===== config.mk =====
export PLATFORM = sky130hd
export DESIGN_NAME = nibble_serial_adder
export DESIGN_NICKNAME = d
export VERILOG_FILES = /design/src/rtl/nibble_serial_adder.sv
export SDC_FILE = /design/constraint.sdc
export NUM_CORES = 1
export LEC_CHECK = 0
export CAP_MARGIN = 10
export CORE_ASPECT_RATIO = 0.5
export CORE_MARGIN = 1.5
export CORE_UTILIZATION = 40
export CTS_CLUSTER_DIAMETER = 100
export DETAILED_ROUTE_END_ITERATION = 16
export PLACE_DENSITY = 0.73
export SKIP_CTS_REPAIR_TIMING = 1
export SYNTH_ARGS = -nofsm -noshare
export SYNTH_HDL_FRONTEND = slang
export SYNTH_SLANG_ARGS = --single-unit

===== constraint.sdc =====
create_clock -name clk -period 2.35 [get_ports clk]
set_input_delay 0.47 -clock clk [delete_from_list [all_inputs] [get_ports clk]]
set_output_delay 0.47 -clock clk [all_outputs]
set_load 0.01 [all_outputs]

===== src/rtl/nibble_serial_adder.sv =====
// rtl/nibble_serial_adder.sv - sequences WIDTH-bit add/sub through an external 4-bit adder, LSB nibble first
// Optional subtract support is enabled by defining NSA_SUB_EN.
module nibble_serial_adder #(
   parameter int WIDTH = 16
) (
   input  logic             clk,
   input  logic             rst_n,
   input  logic             in_valid,
   output logic             in_ready,
   input  logic [WIDTH-1:0] in_a,
   input  logic [WIDTH-1:0] in_b,
   input  logic             in_cin,
`ifdef NSA_SUB_EN
   input  logic             in_sub,
`endif
   output logic [3:0]       adder_a,
   output logic [3:0]       adder_b,
   output logic             adder_cin,
   input  logic [3:0]       adder_sum,
   input  logic             adder_cout,
   output logic             out_valid,
   input  logic             out_ready,
   output logic [WIDTH-1:0] out_sum,
   output logic             out_cout
);

   localparam int NIB = WIDTH / 4;
   localparam int CW  = (NIB > 1) ? $clog2(NIB) : 1;

   typedef enum logic [1:0] {IDLE, RUN, HOLD} state_t;

   state_t           state;
   logic [WIDTH-1:0] a_q;
   logic [WIDTH-1:0] b_q;
   logic [WIDTH-1:0] res_q;
   logic             carry_q;
   logic [CW-1:0]    nib_cnt;
   logic [WIDTH-1:0] b_load;
   logic             cin_load;

   // Subtraction is a + ~b + 1; the subtract flag only matters at load time.
   always_comb begin
      b_load   = in_b;
      cin_load = in_cin;
`ifdef NSA_SUB_EN
      if (in_sub) begin
         b_load   = ~in_b;
         cin_load = 1'b1;
      end
`endif
   end

   assign adder_a   = (state == RUN) ? a_q[3:0] : 4'd0;
   assign adder_b   = (state == RUN) ? b_q[3:0] : 4'd0;
   assign adder_cin = (state == RUN) ? carry_q  : 1'b0;
   assign out_sum   = res_q;

   always_ff @(posedge clk or negedge rst_n) begin
      if (!rst_n) begin
         state     <= IDLE;
         in_ready  <= 1'b0;
         out_valid <= 1'b0;
         out_cout  <= 1'b0;
         a_q       <= '0;
         b_q       <= '0;
         res_q     <= '0;
         carry_q   <= 1'b0;
         nib_cnt   <= '0;
      end else begin
         case (state)
            IDLE: begin
               in_ready <= 1'b1;
               if (in_valid && in_ready) begin
                  a_q      <= in_a;
                  b_q      <= b_load;
                  carry_q  <= cin_load;
                  nib_cnt  <= '0;
                  res_q    <= '0;
                  out_cout <= 1'b0;
                  in_ready <= 1'b0;
                  state    <= RUN;
               end
            end
            RUN: begin
               // Sum nibbles enter at the top so the result is LSB-aligned after NIB shifts.
               res_q   <= (res_q >> 4) | (WIDTH'(adder_sum) << (WIDTH - 4));
               carry_q <= adder_cout;
               a_q     <= a_q >> 4;
               b_q     <= b_q >> 4;
               nib_cnt <= nib_cnt + 1'b1;
               if (nib_cnt == CW'(NIB - 1)) begin
                  nib_cnt   <= '0;
                  out_valid <= 1'b1;
                  out_cout  <= adder_cout;
                  state     <= HOLD;
               end
            end
            HOLD: begin
               if (out_ready) begin
                  out_valid <= 1'b0;
                  in_ready  <= 1'b1;
                  state     <= IDLE;
               end
            end
            default: state <= IDLE;
         endcase
      end
   end

endmodule

==> impl_metrics.toml <==
[status]
status = "completed"

[worst_setup_path]
r2r_slack_ps = 620
cpMaxStageDelayCell = "clkdlybuf4s50_1"
crit_chain = "nor2b_4 -> buf_4 -> and2_1 -> clkdlybuf4s50_1"
worstPathArrival_ps = 1760
critPathLaunchType = "register"
cp-end-kind = "output pin"
max_stage_delay_ps = 530
worstSetupPathType = "reg -> out"
rr_startpoint = "state[1]"
worstPathMaxFanout = 11
cp.required_ps = 1880
r2r_cells = 4
reg2reg_to = "b_q[14]"

[routing]
wl_met1_mm = 2.64
wire_per_inst_um = 14.9
met3_wirelength_um = 298
wl_met2_mm = 2.75
ant_nets = 0
viasPerCell = 5.19
vias = 1998
highest_layer = "met4"
dr.pass1.iters = 6
wl_mm = 5.73
drcViolationCount = 0
drt-initial-drc-count = 92

[synth]
synth-edff-count = 0
synth_area_leader_cell = "dfrtp_1"
syn_avg_cell_area_sq_um = 9.87
synthesis.area_sq_mm = 0.00240
syn_inst = 243
syn-num-nets = 286
yosys_warnings = 0
async_reset_ff_frac = 1.00
synth.top_cell.area_share = 0.584
synthTopCellsByArea = "dfrtp_1, a21oi_1, a22o_1, nand2_1, nor2_1"
ys_seq_elements = 56
ys_seq_area_frac = 0.584
ys_types = 26
yosys_most_used_dff = "dfrtp_1"

[timing]
skew_ps = 8.70
worst_pin_slew_ps = 848
final_max_slew_viol_count = 0
slew_headroom = 0.434
min_period_ps = 2230
fin_setup_tns_ps = 0
max_freq_mhz = 449
setup_violations = 0
rsz0062_at_grt = "false"
hold_viol = 0
final.period_utilization = 0.947

[layout]
drive_gt1_frac = 0.0801
finish.instance_area_sq_mm = 0.00335
nNetsFinal = 354
final_cell_mix = "clkdlybuf4s50_1, a21oi_1, dfrtp_1"
layout_commonest_cell = "clkdlybuf4s50_1"
antenna_cells = 0
area_growth_pct = 39.8

[global_routing]
grt_first_pass_wirelength_mm = 9.34
grt_use_total = 0.183
antenna_found_initial = 0
grt_max_degree = 35
grt_pass1_vias = 1979
grt.overflow.total = 0

[floorplan]
die_w_um = 113
start_util = 0.426
die_area_sq_mm = 0.00650
ios = 70
num_rows = 19
die-height_um = 57.8
coreArea_sq_mm = 0.00563

[cts]
cts_htree_levels = 2
cts_buffer_depth = 2
clock_sinks = 56
insertion_delay_ps = 300
cts-root-buf = "clkbuf_16"
cts_buffers = 5
clk_pin_slew_ps = 80
cts_tree = "done"

[pwr]
ir_drop_v = 0.000690
leakage_nw = 1.48
power_density_mw_per_mm2 = 1420

[placed_design]
post-dp-hpwl_mm = 3.91
gp_congestion = 0.731
place_area_sq_mm = 0.00315
io_buffers = 69

[run]
maxCapViolations = 0

[hold_path]
hold_class = "in -> async"
==> report_power, final <==
part / switching (W) / leakage, nW / total [W] / internal [W]
Clock: 0.000360 / 0.0719 / 0.000765 / 0.000405
Combinational: 0.00115 / 0.716 / 0.00230 / 0.00115
Sequential: 0.000274 / 0.696 / 0.00169 / 0.00141
Total: 0.00179 / 1.48 / 0.00476 / 0.00297
==> sequential cells by signal (all words and copies together), names as in the netlist <==
name       cells
out_valid      1
state          2
out_sum       16
out_cout       1
nib_cnt        2
carry_q        1
a_q           16
b_q           16
in_ready       1
==> synth_stat cells, drive strengths merged, types with 2 or more instances <==
cell type / instances
nand3b: 2
inv: 2
a21oi: 56
nor2: 27
nand3: 3
dfrtp: 56
nand2: 36
a22o: 20
and2: 9
buf: 19
==> worst max path at each step <==
stage            endpoint  slack (ps)  startpoint  cells after the start
5_1_grt        adder_a[0]          30    state[1]                      4
2_1_floorplan  adder_b[1]         680    state[0]                      6
3_5_place_dp   adder_a[2]         290    state[0]                      4
4_1_cts        adder_a[2]         -30    state[0]                      4
6_report       adder_a[1]         120    state[1]                      4
3_3_place_gp   adder_a[2]         330    state[0]                      4
==> routing by layer <==
layer,up-vias,track usage
met2,48,0.306
li1,969,-
met4,0,0.0434
met1,977,0.251
met5,-,0
met3,4,0.0397
==> logic make-up (layout without fill, tap and decap cells) <==
group,count (synthesis),after routing,share of synthesized area
AO/OA/AOI/OAI,82,82,0.208
AND/OR/NAND/NOR,81,81,0.147
flip-flops,56,56,0.584
buffers and inverters,22,91,0.0522
adder cells (fa/ha/maj),1,1,0.00522
multiplexers,1,1,0.00417
==> area by class of cell <==
cell class | instances | area (sq um)
sequential | 56 | 1400
clock inverter | 3 | 27.5
tap | 73 | 91.3
multi-input combinational | 165 | 880
fill | 462 | 2280
timing repair buffer | 81 | 818
clock buffer | 5 | 125
inverter | 2 | 7.51
==> critical path: cells and delay by family, from the launching register on <==
kind | cells | cell delay [ps]
AND/OR/NAND/NOR | 2 | 310
flip-flops | 1 | 430
buffers and inverters | 2 | 730
==> metrics by stage <==
| step | utilization | hold WS, ps | instances | setup WS (ps) | power [W] |
|---|---|---|---|---|---|
| 6_report | 0.595 | 231 | 385 | 125 | 0.00476 |
| 5_1_grt | 0.595 | 291 | 385 | 28.9 | 0.00510 |
| 4_1_cts | 0.586 | 254 | 381 | -34.8 | 0.00469 |
| 3_5_place_dp | 0.559 | 486 | 373 | 287 | 0.00391 |
| 3_3_place_gp | 0.559 | 487 | 373 | 335 | 0.00382 |
| 2_1_floorplan | - | 174 | 243 | 675 | 0.00305 |
Power figures use the tool's default switching activity.
